[src/rtl/mem_arbiter.sv]
// Arbitrates the shared memory port between I-cache line fills and D-cache fills/writes.
// Optional ARB_ROUND_ROBIN_EN: alternate ties between sides instead of fixed D-over-I priority.
module mem_arbiter #(
  parameter int ADDR_WIDTH     = 16,
  parameter int WORDS_PER_LINE = 8,
  localparam int WI            = $clog2(WORDS_PER_LINE)
) (
  input  logic                  clk_i,
  input  logic                  rst_i,
  input  logic                  i_req_i,
  input  logic [ADDR_WIDTH-1:0] i_addr_i,
  output logic                  i_grant_o,
  output logic [15:0]           i_data_o,
  output logic                  i_data_vld_o,
  output logic [WI-1:0]         i_word_o,
  output logic                  i_done_o,
  input  logic                  d_req_i,
  input  logic                  d_wr_i,
  input  logic [ADDR_WIDTH-1:0] d_addr_i,
  input  logic [15:0]           d_wdata_i,
  output logic                  d_grant_o,
  output logic [15:0]           d_data_o,
  output logic                  d_data_vld_o,
  output logic [WI-1:0]         d_word_o,
  output logic                  d_done_o,
  output logic                  mem_en_o,
  output logic                  mem_wr_o,
  output logic [ADDR_WIDTH-1:0] mem_addr_o,
  output logic [15:0]           mem_wdata_o,
  input  logic [15:0]           mem_rdata_i,
  input  logic                  mem_rvld_i
);

  typedef enum logic [1:0] {IDLE, FILL, WRITE} state_e;

  localparam logic [ADDR_WIDTH-1:0] LINE_MASK = ADDR_WIDTH'(2 * WORDS_PER_LINE - 1);
  localparam logic [ADDR_WIDTH-1:0] HALF_MASK = ADDR_WIDTH'(1);
  localparam logic [WI-1:0]         LAST_WORD = WI'(WORDS_PER_LINE - 1);

  state_e                  state_q, state_d;
  logic                    i_grant_q, i_grant_d;
  logic                    d_grant_q, d_grant_d;
  logic                    mem_en_q, mem_en_d;
  logic                    mem_wr_q, mem_wr_d;
  logic [ADDR_WIDTH-1:0]   mem_addr_q, mem_addr_d;
  logic [15:0]             mem_wdata_q, mem_wdata_d;
  logic                    wr_done_q, wr_done_d;
  logic [WI-1:0]           iss_q, iss_d;
  logic [WI-1:0]           ret_q, ret_d;
  logic                    pick_d;
  logic                    fill_vld;
  logic                    ret_last;

`ifdef ARB_ROUND_ROBIN_EN
  // Set when D won the most recent grant; resets to "I" so D takes the first tie.
  logic                    last_d_q, last_d_d;

  assign pick_d = d_req_i && (!i_req_i || !last_d_q);
`else
  assign pick_d = d_req_i;
`endif

  assign fill_vld = (state_q == FILL) && mem_rvld_i;
  assign ret_last = (ret_q == LAST_WORD);

  always_comb begin
    state_d     = state_q;
    i_grant_d   = i_grant_q;
    d_grant_d   = d_grant_q;
    mem_en_d    = mem_en_q;
    mem_wr_d    = mem_wr_q;
    mem_addr_d  = mem_addr_q;
    mem_wdata_d = mem_wdata_q;
    wr_done_d   = 1'b0;
    iss_d       = iss_q;
    ret_d       = ret_q;
`ifdef ARB_ROUND_ROBIN_EN
    last_d_d    = last_d_q;
`endif

    case (state_q)
      IDLE: begin
        if (d_req_i || i_req_i) begin
          i_grant_d = !pick_d;
          d_grant_d = pick_d;
          mem_en_d  = 1'b1;
          iss_d     = '0;
          ret_d     = '0;
`ifdef ARB_ROUND_ROBIN_EN
          last_d_d  = pick_d;
`endif
          if (pick_d && d_wr_i) begin
            state_d     = WRITE;
            mem_wr_d    = 1'b1;
            mem_addr_d  = d_addr_i & ~HALF_MASK;
            mem_wdata_d = d_wdata_i;
            wr_done_d   = 1'b1;
          end else begin
            state_d    = FILL;
            mem_wr_d   = 1'b0;
            mem_addr_d = (pick_d ? d_addr_i : i_addr_i) & ~LINE_MASK;
          end
        end
      end

      WRITE: begin
        state_d     = IDLE;
        i_grant_d   = 1'b0;
        d_grant_d   = 1'b0;
        mem_en_d    = 1'b0;
        mem_wr_d    = 1'b0;
        mem_wdata_d = '0;
      end

      FILL: begin
        // Issue side runs ahead of the return side; the two counters are independent.
        if (mem_en_q) begin
          if (iss_q == LAST_WORD) begin
            mem_en_d = 1'b0;
          end else begin
            iss_d      = iss_q + WI'(1);
            mem_addr_d = mem_addr_q + ADDR_WIDTH'(2);
          end
        end
        if (mem_rvld_i) begin
          ret_d = ret_q + WI'(1);
          if (ret_last) begin
            state_d   = IDLE;
            i_grant_d = 1'b0;
            d_grant_d = 1'b0;
            mem_en_d  = 1'b0;
          end
        end
      end

      default: begin
        state_d   = IDLE;
        i_grant_d = 1'b0;
        d_grant_d = 1'b0;
        mem_en_d  = 1'b0;
        mem_wr_d  = 1'b0;
      end
    endcase
  end

  always_ff @(posedge clk_i or posedge rst_i) begin
    if (rst_i) begin
      state_q     <= IDLE;
      i_grant_q   <= 1'b0;
      d_grant_q   <= 1'b0;
      mem_en_q    <= 1'b0;
      mem_wr_q    <= 1'b0;
      mem_addr_q  <= '0;
      mem_wdata_q <= '0;
      wr_done_q   <= 1'b0;
      iss_q       <= '0;
      ret_q       <= '0;
    end else begin
      state_q     <= state_d;
      i_grant_q   <= i_grant_d;
      d_grant_q   <= d_grant_d;
      mem_en_q    <= mem_en_d;
      mem_wr_q    <= mem_wr_d;
      mem_addr_q  <= mem_addr_d;
      mem_wdata_q <= mem_wdata_d;
      wr_done_q   <= wr_done_d;
      iss_q       <= iss_d;
      ret_q       <= ret_d;
    end
  end

`ifdef ARB_ROUND_ROBIN_EN
  always_ff @(posedge clk_i or posedge rst_i) begin
    if (rst_i) begin
      last_d_q <= 1'b0;
    end else begin
      last_d_q <= last_d_d;
    end
  end
`endif

  // Return-side signals follow mem_rvld directly so they stay aligned with mem_rdata.
  assign i_data_vld_o = fill_vld && i_grant_q;
  assign d_data_vld_o = fill_vld && d_grant_q;
  assign i_data_o     = i_data_vld_o ? mem_rdata_i : '0;
  assign d_data_o     = d_data_vld_o ? mem_rdata_i : '0;
  assign i_word_o     = i_grant_q ? ret_q : '0;
  assign d_word_o     = d_grant_q ? ret_q : '0;
  assign i_done_o     = i_data_vld_o && ret_last;
  assign d_done_o     = wr_done_q || (d_data_vld_o && ret_last);

  assign i_grant_o   = i_grant_q;
  assign d_grant_o   = d_grant_q;
  assign mem_en_o    = mem_en_q;
  assign mem_wr_o    = mem_wr_q;
  assign mem_addr_o  = mem_addr_q;
  assign mem_wdata_o = mem_wdata_q;

endmodule
[config.mk]
export PLATFORM = sky130hd
export DESIGN_NAME = mem_arbiter
export DESIGN_NICKNAME = d
export VERILOG_FILES = /design/src/rtl/mem_arbiter.sv
export SDC_FILE = /design/constraint.sdc
export NUM_CORES = 1
export LEC_CHECK = 0
export BUFFER_PORTS_ARGS = -buffer_cell sky130_fd_sc_hd__buf_4
export CAP_MARGIN = 20
export CORE_AREA = 2 2 101 83
export CTS_CLUSTER_DIAMETER = 30
export DETAILED_ROUTE_END_ITERATION = 10
export DIE_AREA = 0 0 103 85
export GPL_TIMING_DRIVEN = 0
export SLEW_MARGIN = 20
export SYNTH_ARGS = -nofsm -noshare
export SYNTH_HDL_FRONTEND = slang
export SYNTH_SLANG_ARGS = --single-unit
export TNS_END_PERCENT = 100
[constraint.sdc]
create_clock -name clk_i -period 2.2 [get_ports clk_i]
set_clock_uncertainty 0.2 [all_clocks]
set_input_delay 0.33 -clock clk_i [delete_from_list [all_inputs] [get_ports clk_i]]
set_output_delay 0.33 -clock clk_i [all_outputs]
set_load 0.01 [all_outputs]
## After elaboration in Yosys (flattened, before gate mapping)

Cells that the tools add are included.

- $add $sub $neg: 3
- Eq/ne operators: 10
- Muxes and demuxes: 41
- Bitwise logic cells: 1
- Reductions and logical operators: 17

Operator list:

| cell | count |
|---|---|
| $mux 16 | 9 |
| $pmux 16 s2 | 2 |
| $mux 3 | 6 |
| $add 16x2->16 const B | 1 |
| $mux 1 | 13 |
| $ne 2x2->1 const B | 6 |
| $pmux 3 s2 | 2 |
| $reduce_and 3->1 | 3 |
| $mux 2 | 4 |
| $pmux 1 s2 | 4 |
| $add 3x1->3 const B | 2 |
| $eq 3x3->1 const B | 2 |
| $logic_and 1x1->1 | 6 |
| $pmux 2 s2 | 1 |
| $reduce_and 4->1 | 1 |
| $reduce_bool 2->1 | 2 |
| $eq 2x1->1 const B | 1 |
| $eq 2x2->1 const B | 1 |
| $logic_not 2->1 | 1 |
| $logic_or 1x1->1 | 2 |
| $reduce_and 2->1 | 1 |
| $logic_not 1->1 | 1 |
| $not 1->1 | 1 |

- Bits in registers: 45
- Input bits: 70
- Output and inout bits: 78
- Word-level logic and storage cells: 82

## Logic depth before layout (Yosys ltp)

Gate-level depths: netlist of run 1.

- Depth after elaboration: 6
- Depth in mapped cells: 7
- Mapped depth without buffers: 6

## Worst setup path before layout of run 1

No wires, ideal clock.

- Path type: register to output
- Start: register state_q[1]
- End: output port d_data_o[10]
- Arrival: 1384 ps
- Data required time: 1670 ps
- Setup slack: 286 ps
- Cell stages (with the launch flop): 8
- Path buffers: 4
- Path through: dfrtp_1 -> buf_2 -> nor2b_1 -> buf_2 -> and3_1 -> buf_2 -> buf_2 -> and2_1

- Longest elaborated chain between the ends: 4

RTL lines:

| element | RTL line | RTL |
|---|---|---|
| from (decl) | 40 | `state_e state_q, state_d;` |
| from (signal assigned) | 159 | `state_q <= state_d;` |
| $eq 2x1->1 | 63 | `assign fill_vld = (state_q == FILL) && mem_rvld_i;` |
| $logic_and 1x1->1 | 63 |  |
| $logic_and 1x1->1 | 184 | `assign d_data_vld_o = fill_vld && d_grant_q;` |
| net d_data_vld_o | 23 | `output logic d_data_vld_o,` |
| $mux 16 | 186 | `assign d_data_o = d_data_vld_o ? mem_rdata_i : '0;` |
| to (decl) | 22 | `output logic [15:0] d_data_o,` |

The timed path passes the listed nets, and every way through them passes these cells.

## Final worst setup path of run 1

- Start: register state_q[0]
- End: output port i_data_o[9]

- Longest elaborated chain between the ends: 4

RTL lines:

| element | RTL line | RTL |
|---|---|---|
| $eq 2x1->1 | 63 |  |
| $logic_and 1x1->1 | 63 |  |
| $logic_and 1x1->1 | 183 | `assign i_data_vld_o = fill_vld && i_grant_q;` |
| $mux 16 | 185 | `assign i_data_o = i_data_vld_o ? mem_rdata_i : '0;` |
| to (decl) | 13 | `output logic [15:0] i_data_o,` |

No other way between the ends.

==> impl_metrics.json, run 1 <==
{
  "status": "finished clean",
  "diodes": 0,
  "dr.pass1.iters": 4,
  "reg2reg_depth": 5,
  "pre_cts_slack_ns": -0.0494,
  "start_kind": "register",
  "cts_buffers": 5,
  "synth-seq-cells": 44,
  "initial_core_util_pct": 34.1,
  "synth.distinct_cells": 48,
  "dp_hpwl_um": 6860,
  "grt_max_degree": 30,
  "synthArstFlopShare_pct": 100,
  "yosysTopAreaCell": "dfrtp_1",
  "rrSetupSlack_ns": 0.10,
  "synth_area_mm2": 0.00265,
  "crit_cells": 7,
  "drt_iter0_markers": 148,
  "maxCapViolCount": 0,
  "min_period_over_period_pct": 97.3,
  "final-setup-viol-count": 0,
  "final_area_mm2": 0.00421,
  "rsz0062_at_grt": "false",
  "dpl_cell_area_mm2": 0.00385,
  "syn_to_final_growth_pct": 59.2,
  "core_area_mm2": 0.00776,
  "yosysMostFrequentCell": "dfrtp_1",
  "cellPowerDensity_mw_per_mm2": 1230,
  "postRouteAntennaNets": 0,
  "fmax_ghz": 0.467,
  "nNetsFinal": 516,
  "reg2reg_from": "mem_addr_o[1]",
  "yosys.area.top_type_share_pct": 41.6,
  "post-route-drc-count": 0,
  "syn_inst": 283,
  "gr-total-overflow": 0,
  "syn-num-nets": 358,
  "drv_slew": 0,
  "hold_class": "input port to register",
  "cp.required_ns": 1.67,
  "synth_warnings": 0,
  "clk_pin_slew_worst_paths_ns": 0.09,
  "critical_path.max_fanout": 5,
  "period_minus_slack_ns": 2.14,
  "cts_buffer_depth": 2,
  "cpMaxStageDelayCell": "dfrtp_1",
  "routed_wl_um": 9210,
  "crit_end": "i_data_o[9]",
  "layout-drive-gt1-share_pct": 45.9,
  "track_usage_pct": 20.6,
  "synth_area_leaders": "dfrtp_1, and2_1, a22o_1, mux2i_1, buf_2",
  "dp.cells": 532,
  "critical_path.max_stage_delay_ns": 0.38,
  "critPathCaptureType": "output port",
  "rows": 29,
  "detail_route.wl_per_cell_um": 16.7,
  "path_class": "register to output port",
  "vias": 2837,
  "synth_edf_count": 0,
  "die_x_um": 103,
  "viasPerCell": 5.16,
  "holdPathStages": 2,
  "worstPathCellList": "nor2b_1 -> buf_4 -> and3_4 -> buf_6 -> buf_6 -> and2_1 -> buf_4",
  "final_cells": 550,
  "ys_seq_area_share_pct": 41.6,
  "cp_num_buf_inv": 4,
  "first_global_vias": 2703,
  "startpoint": "state_q[0]",
  "postLayoutSetupSlackWorst_ns": 0.0589,
  "antenna_found_initial": 0,
  "grt_pass1_wl_um": 14000,
  "yosys-top-cells-count": "dfrtp_1, and2_1, a22o_1",
  "hold_viol_final": 0,
  "p_leak_nw": 2.09,
  "ctsHtreeMaxLevel": 2,
  "io_pins": 148,
  "die_area_mm2": 0.00876,
  "ir_worst_vdd_v": 0.000630,
  "place_congestion": 0.850,
  "syn_area_per_cell_um2": 9.35,
  "clockRootBuffer": "clkbuf_8",
  "insertion_delay_ns": 0.30,
  "worstPathArrival_ns": 1.61,
  "die_y_um": 85,
  "port_buffers": 140,
  "synthFlopType": "dfrtp_1",
  "critPathTopFamily": "buffers and inverters",
  "cts_tree": "done",
  "reg2reg_to": "mem_addr_o[15]",
  "cts.sinks": 44
}
[repair_timing]
action                                  4_1_cts  5_1_grt
setup buffers                                 7        1
hold buffers                                  1        0
gates resized for setup                      29       13
cloned                                        3        0
hold endpoints to repair                     15        0
pin swaps                                     6        1
endpoints found under the setup margin       36       26
[power by group]
| group | switching, mW | internal [mW] |
|---|---|---|
| combinational | 1.40 | 1.40 |
| sequential | 0.367 | 1.16 |
| clock | 0.292 | 0.568 |
| total | 2.06 | 3.13 |
[cell type report]
| class | instances | area, um^2 |
|---|---|---|
| Tap cell | 108 | 135 |
| Timing Repair Buffer | 153 | 1210 |
| Fill cell | 739 | 3550 |
| Clock inverter | 3 | 90.1 |
| Buffer | 20 | 143 |
| Multi-Input combinational cell | 210 | 1430 |
| Inverter | 7 | 26.3 |
| Sequential cell | 44 | 1100 |
| Clock buffer | 5 | 68.8 |
[registers in the layout (all words and copies together) (netlist names)]
register and count:
wr_done_q 1, mem_wdata_o 16, d_grant_o 1, mem_wr_o 1, i_grant_o 1, iss_q 3
mem_en_o 1, state_q 2, mem_addr_o 15, ret_q 3
[logic make-up after synthesis]
kind of cell,count (synthesis),share of synthesized area (%)
adder cells (fa/ha/maj),5,2.37
AND/OR/NAND/NOR,115,24.2
other,1,0.142
flip-flops,44,41.6
multiplexers,10,3.83
AO/OA/AOI/OAI,79,21.9
buffers and inverters,29,5.96
[stage by stage]
stage               power, mW  setup TNS (ns)  utilization [%]  hold WS, ns
floorplan                3.00               0                -        0.243
global placement         4.11           -3.19             49.3        0.261
detailed placement       4.17          -0.239             49.6        0.142
CTS                      5.20         -0.0106             53.9       0.0397
global route             5.55               0             54.2       0.0374
finish                   5.19               0             54.2       0.0456
[metal layers]
layer	track usage, %	part of all wire (%)
met5	0	0
met4	5.14	1.3
met3	3.95	9.1
met2	35.0	48
met1	27.1	41
[worst min path at each step]
stage | from | to | slack (ns)
after CTS | d_wdata_i[10] | mem_wdata_o[10] | 0.04
after detailed placement | rst_i | mem_wdata_o[6] | 0.14
after global placement | iss_q[2] | iss_q[2] | 0.26
final | d_wdata_i[10] | mem_wdata_o[10] | 0.05
after global routing | d_wdata_i[10] | mem_wdata_o[10] | 0.04
after floorplan | iss_q[1] | iss_q[1] | 0.24
[cell usage in the layout, fill, tap and decap left out, types with 3 or more instances in the layout]
cell | netlist | final
clkbuf_8 | 0 | 5
nor2b_1 | 8 | 8
a21oi_2 | 3 | 3
o22a_1 | 3 | 3
and2_1 | 40 | 28
nor4_1 | 5 | 4
a22o_1 | 18 | 18
buf_6 | 3 | 20
nand3_1 | 9 | 9
nand2_1 | 17 | 17
nand4_1 | 5 | 5
o21ai_0 | 11 | 11
a31oi_1 | 6 | 6
bufinv_16 | 0 | 3
o21ai_1 | 7 | 7
ha_1 | 5 | 5
nor2_1 | 16 | 16
buf_4 | 2 | 139
o21a_1 | 3 | 3
a211oi_1 | 6 | 6
buf_2 | 14 | 9
a21oi_1 | 10 | 10
inv_1 | 7 | 6
mux2i_1 | 9 | 9
dfrtp_1 | 44 | 44
and2_4 | 0 | 12
[worst reg2reg max path, stage by stage, from the launching register on]
cell	delay, ns
dfrtp_1	0.42
ha_1	0.26
nand4_1	0.25
nor4_2	0.43
mux2i_1	0.27
o311ai_2	0.14
(Power assumes the default switching activity.)
==> inputs of run 2 (changes only) <==
--- a/config.mk
+++ b/config.mk
@@ -7,10 +7,10 @@
 export LEC_CHECK = 0
 export BUFFER_PORTS_ARGS = -buffer_cell sky130_fd_sc_hd__buf_4
 export CAP_MARGIN = 20
-export CORE_AREA = 2 2 101 83
+export CORE_AREA = 2 2 116 73
 export CTS_CLUSTER_DIAMETER = 30
 export DETAILED_ROUTE_END_ITERATION = 10
-export DIE_AREA = 0 0 103 85
+export DIE_AREA = 0 0 118 75
 export GPL_TIMING_DRIVEN = 0
 export SLEW_MARGIN = 20
 export SYNTH_ARGS = -nofsm -noshare
==> impl_metrics.json, run 2 (synthesis gave the netlist of run 1 again) <==
{
  "status": "finished clean",
  "layout_common_cells": "buf_4, dfrtp_1, and2_1, a22o_1, nand2_1",
  "hold_viol_final": 0,
  "nNetsFinal": 513,
  "die_x_um": 118,
  "start_kind": "register",
  "largest_reg_flops": 16,
  "period_minus_slack_ns": 2.12,
  "cts.sinks": 44,
  "pre_cts_slack_ns": -0.0212,
  "place_congestion": 0.852,
  "worstPathArrival_ns": 1.59,
  "dpl_cell_area_mm2": 0.00385,
  "initial_core_util_pct": 34.2,
  "viasPerCell": 5.05,
  "final_area_mm2": 0.00417,
  "gr-total-overflow": 0,
  "postRouteAntennaNets": 0,
  "dp.cells": 532,
  "mostFrequentLayoutCell": "buf_4",
  "maxCapViolCount": 0,
  "vias": 2760,
  "p_leak_nw": 2.07,
  "rsz0062_at_grt": "true",
  "fin_total_pwr_mw": 5.14,
  "final_util_pct": 54.0,
  "syn_to_final_growth_pct": 57.7,
  "postLayoutSetupSlackWorst_ns": 0.0771,
  "insertion_delay_ns": 0.28,
  "cts_buffers": 5,
  "dr.pass1.iters": 4,
  "port_buffers": 140,
  "layout-drive-gt1-share_pct": 44.6,
  "drt_iter0_markers": 140,
  "cts_buffer_depth": 2,
  "post-route-drc-count": 0,
  "setup_tns_ns": 0,
  "die_area_mm2": 0.00885,
  "ctsHtreeMaxLevel": 2,
  "fmax_ghz": 0.471,
  "grt.met1_usage_pct": 28.8,
  "critPathCaptureType": "output port",
  "grt.met2_usage_pct": 31.1,
  "use_met3_pct": 4.70,
  "first_global_vias": 2649,
  "grt_max_degree": 32,
  "die_y_um": 75,
  "hold_ws_ns": 0.0689,
  "dp_hpwl_um": 6580,
  "clk_pin_slew_worst_paths_ns": 0.06,
  "clockRootBuffer": "clkbuf_16",
  "critical_path.max_fanout": 6,
  "rows": 25,
  "antenna_found_initial": 0,
  "grt.busiest_layer": "met2",
  "diodes": 0,
  "io_pins": 148,
  "track_usage_pct": 19.9,
  "cts_tree": "done",
  "final-setup-viol-count": 0,
  "grt_pass1_wl_um": 13900,
  "drv_slew": 0,
  "cellPowerDensity_mw_per_mm2": 1230,
  "core_area_mm2": 0.00773,
  "ir_worst_vdd_v": 0.000487,
  "cp.required_ns": 1.67,
  "detail_route.wl_per_cell_um": 16.2,
  "min_period_over_period_pct": 96.5,
  "path_class": "register to output port",
  "final_cells": 547,
  "routed_wl_um": 8870,
  "hold_class": "input port to register"
}
run 2: repair_timing:
item                                    in CTS  in global routing
cloned                                       2                  1
hold buffers                                 1                  0
setup buffers                                4                  1
endpoints found under the hold margin       13                  0
gates resized for setup                     22                 11
endpoints found under the setup margin      36                 26
pin swaps                                    1                  2
run 2: cell type report:
class | count | area [um^2]
Fill cell | 722 | 3550
Multi-Input combinational cell | 210 | 1420
Timing Repair Buffer | 150 | 1170
Sequential cell | 44 | 1100
Buffer | 20 | 143
Tap cell | 108 | 135
Clock buffer | 5 | 125
Clock inverter | 3 | 46.3
Inverter | 7 | 26.3
run 2: worst paths after layout:
kind / start / end / slack [ns] / depth (start not counted)
worst max-delay path: state_q[0] / d_data_o[12] / 0.08 / 7
worst min-delay path: d_wdata_i[1] / mem_wdata_o[1] / 0.07 / 2
worst max register to register: iss_q[0] / mem_addr_o[2] / 0.16 / 7
worst min register to register: iss_q[1] / iss_q[1] / 0.28 / 2
max in group asynchronous: rst_i / wr_done_q / 0.96 / 4
min in group asynchronous: rst_i / mem_wr_o / 0.37 / 3
run 2: power by group:
| part | switching, mW | internal (mW) |
|---|---|---|
| logic | 1.38 | 1.37 |
| registers | 0.353 | 1.16 |
| clock network | 0.322 | 0.540 |
run 2: layer usage:
metal | routed length (um) | part of all wire (%) | up-vias
li1 | - | - | 1335
met1 | 4340 | 49 | 1308
met2 | 3940 | 44 | 111
met3 | 494 | 5.6 | 6
met4 | 83 | 0.94 | 0
met5 | 0 | 0 | -
run 2: worst max-delay path, stage by stage (launching register included):
cell     delay (ns)
dfrtp_1        0.37
nor2b_1        0.13
buf_4          0.13
and3_4         0.15
buf_6          0.13
buf_6          0.12
and2_1         0.14
buf_4          0.14
==> inputs of run 3 (changes only) <==
--- a/config.mk
+++ b/config.mk
@@ -6,12 +6,12 @@
 export NUM_CORES = 1
 export LEC_CHECK = 0
 export BUFFER_PORTS_ARGS = -buffer_cell sky130_fd_sc_hd__buf_4
-export CAP_MARGIN = 20
 export CORE_AREA = 2 2 116 73
 export CTS_CLUSTER_DIAMETER = 30
 export DETAILED_ROUTE_END_ITERATION = 10
 export DIE_AREA = 0 0 118 75
 export GPL_TIMING_DRIVEN = 0
+export REMOVE_ABC_BUFFERS = 1
 export SLEW_MARGIN = 20
 export SYNTH_ARGS = -nofsm -noshare
 export SYNTH_HDL_FRONTEND = slang
==> impl_metrics.json, run 3 (synthesis gave the netlist of run 1 again) <==
{
  "status": "finished clean",
  "rsz0062_at_grt": "true",
  "switching_power_mw": 1.99,
  "period_minus_slack_ns": 2.13,
  "diodes": 0,
  "fin_total_pwr_mw": 5.01,
  "startpoint": "state_q[1]",
  "port_buffers": 141,
  "ir_worst_vdd_v": 0.000559,
  "critPathCaptureType": "output port",
  "seq_power_share_pct": 30.7,
  "vias": 2647,
  "hold_class": "input port to register",
  "internal_power_mw": 3.02,
  "insertion_delay_ns": 0.28,
  "multi_input_area_mm2": 0.00145,
  "critical_path.max_stage_delay_ns": 0.47,
  "route.met2.wl_um": 3630,
  "final_cells": 530,
  "fmax_ghz": 0.469,
  "cpMaxStageDelayCell": "dfrtp_2",
  "post-route-drc-count": 0,
  "critical_path.max_fanout": 9,
  "reg2reg_to": "mem_addr_o[2]",
  "cp_num_buf_inv": 1,
  "cellPowerDensity_mw_per_mm2": 1240,
  "worstPathArrival_ns": 1.60,
  "regArea_mm2": 0.00110,
  "cts.sinks": 44,
  "final_util_pct": 52.4,
  "rows": 25,
  "gr-total-overflow": 0,
  "clk_pin_slew_worst_paths_ns": 0.07,
  "swShare_pct": 39.7,
  "hold_viol_final": 0,
  "final-setup-viol-count": 0,
  "cts_buffers": 5,
  "routed_wl_um": 8140,
  "dp_hpwl_um": 5900,
  "track_usage_pct": 17.4,
  "reg2reg_depth": 6,
  "worstPathCellList": "nor2b_4 -> and3_4 -> and2_1 -> buf_4",
  "die_area_mm2": 0.00885,
  "path_class": "register to output port",
  "min_period_over_period_pct": 97.0,
  "p_clk_share_pct": 17.7,
  "maxCapViolCount": 0,
  "top_layer_used": "met4",
  "cts_tree": "done",
  "largest_reg_flops": 16,
  "die_y_um": 75,
  "nNetsFinal": 496,
  "drv_slew": 0,
  "detail_route.wl_per_cell_um": 15.4,
  "crit_end": "d_data_o[2]",
  "viasPerCell": 4.99,
  "crit_cells": 4,
  "cts_buffer_depth": 2,
  "combPwrFrac_pct": 51.6,
  "worst_pin_slew_ns": 0.572,
  "grt_pass1_wl_um": 12400,
  "layout-drive-gt1-share_pct": 41.9,
  "dr.pass1.iters": 4,
  "start_kind": "register",
  "initial_core_util_pct": 34.2,
  "drt_iter0_markers": 181,
  "relSlewSlack_pct": 61.6,
  "layout_common_cells": "buf_4, dfrtp_1, and2_1, a22o_1, nand2_1",
  "p_leak_nw": 2.00,
  "rrSetupSlack_ns": 0.09,
  "grt_max_degree": 27,
  "core_area_mm2": 0.00773,
  "mostFrequentLayoutCell": "buf_4",
  "antenna_found_initial": 0,
  "nFillCells": 724,
  "reg2reg_from": "iss_q[0]",
  "die_x_um": 118,
  "wl_met1_um": 3880,
  "place_congestion": 0.896,
  "ctsHtreeMaxLevel": 2,
  "postRouteAntennaNets": 0,
  "dp.cells": 512,
  "clockRootBuffer": "clkbuf_16",
  "cp.required_ns": 1.67,
  "io_pins": 148,
  "critPathTopFamily": "simple AND/OR/NAND/NOR gates",
  "first_global_vias": 2432,
  "route.met3.wl_um": 549,
  "syn_to_final_growth_pct": 52.9
}
[run 3: layout make-up]
| cell class | instances | area share, % |
|---|---|---|
| Clock buffer | 6 | 3.43 |
| Clock inverter | 2 | 0.959 |
| Inverter | 7 | 0.650 |
| Multi-Input combinational cell | 214 | 35.8 |
| Sequential cell | 44 | 27.3 |
| Tap cell | 108 | 3.34 |
| Timing Repair Buffer | 149 | 28.5 |
[run 3: metal layers]
metal  vias to the layer above  track usage (%)
li1                       1306                -
met1                      1239             24.7
met2                        98             26.4
met3                         4             4.47
met4                         0             5.35
met5                         -                0
[run 3: worst register-to-register path, cell delays in order (launching register included)]
cell and delay [ns]:
dfrtp_1 0.40, ha_1 0.21, ha_1 0.19, nand4bb_1 0.34, o21a_2 0.37, a221oi_2 0.23, nor2_1 0.07
[run 3: stage by stage]
step           setup TNS [ns]  hold WS [ns]  setup slack (ns)  area [um^2]
2_1_floorplan          -40.16         0.243            -0.927         2510
3_3_place_gp           -90.68         0.257             -1.80         3710
3_5_place_dp            -5.87         0.170            -0.176         3760
4_1_cts                     0        0.0548           0.00976         3980
6_report                    0        0.0626            0.0658         4050
5_1_grt                -0.488        0.0619           -0.0265         4050
[run 3: power groups by stage]
stage | Combinational [mW] | Clock (mW) | Sequential [mW]
after floorplan | 1.24 | 0 | 1.59
after global placement | 2.37 | 0 | 1.53
after detailed placement | 2.46 | 0 | 1.54
after CTS | 2.51 | 0.913 | 1.53
after global routing | 2.84 | 0.942 | 1.59
final | 2.59 | 0.888 | 1.54
[run 3: timing repair]
action,CTS,global route
cloned,0,4
setup buffers,2,3
pin swaps,0,4
hold buffers,1,0
resized for setup,6,4
endpoints found under the setup margin,47,38
hold endpoints to repair,18,0
[run 3: worst min-delay path by stage]
stage	cells after the start	slack, ns	startpoint	to
2_1_floorplan	2	0.24	iss_q[1]	iss_q[1]
3_5_place_dp	2	0.17	rst_i	mem_addr_o[2]
3_3_place_gp	2	0.26	iss_q[1]	iss_q[1]
4_1_cts	2	0.05	d_wdata_i[13]	mem_wdata_o[13]
5_1_grt	2	0.06	d_wdata_i[2]	mem_wdata_o[2]
6_report	2	0.06	d_wdata_i[1]	mem_wdata_o[1]
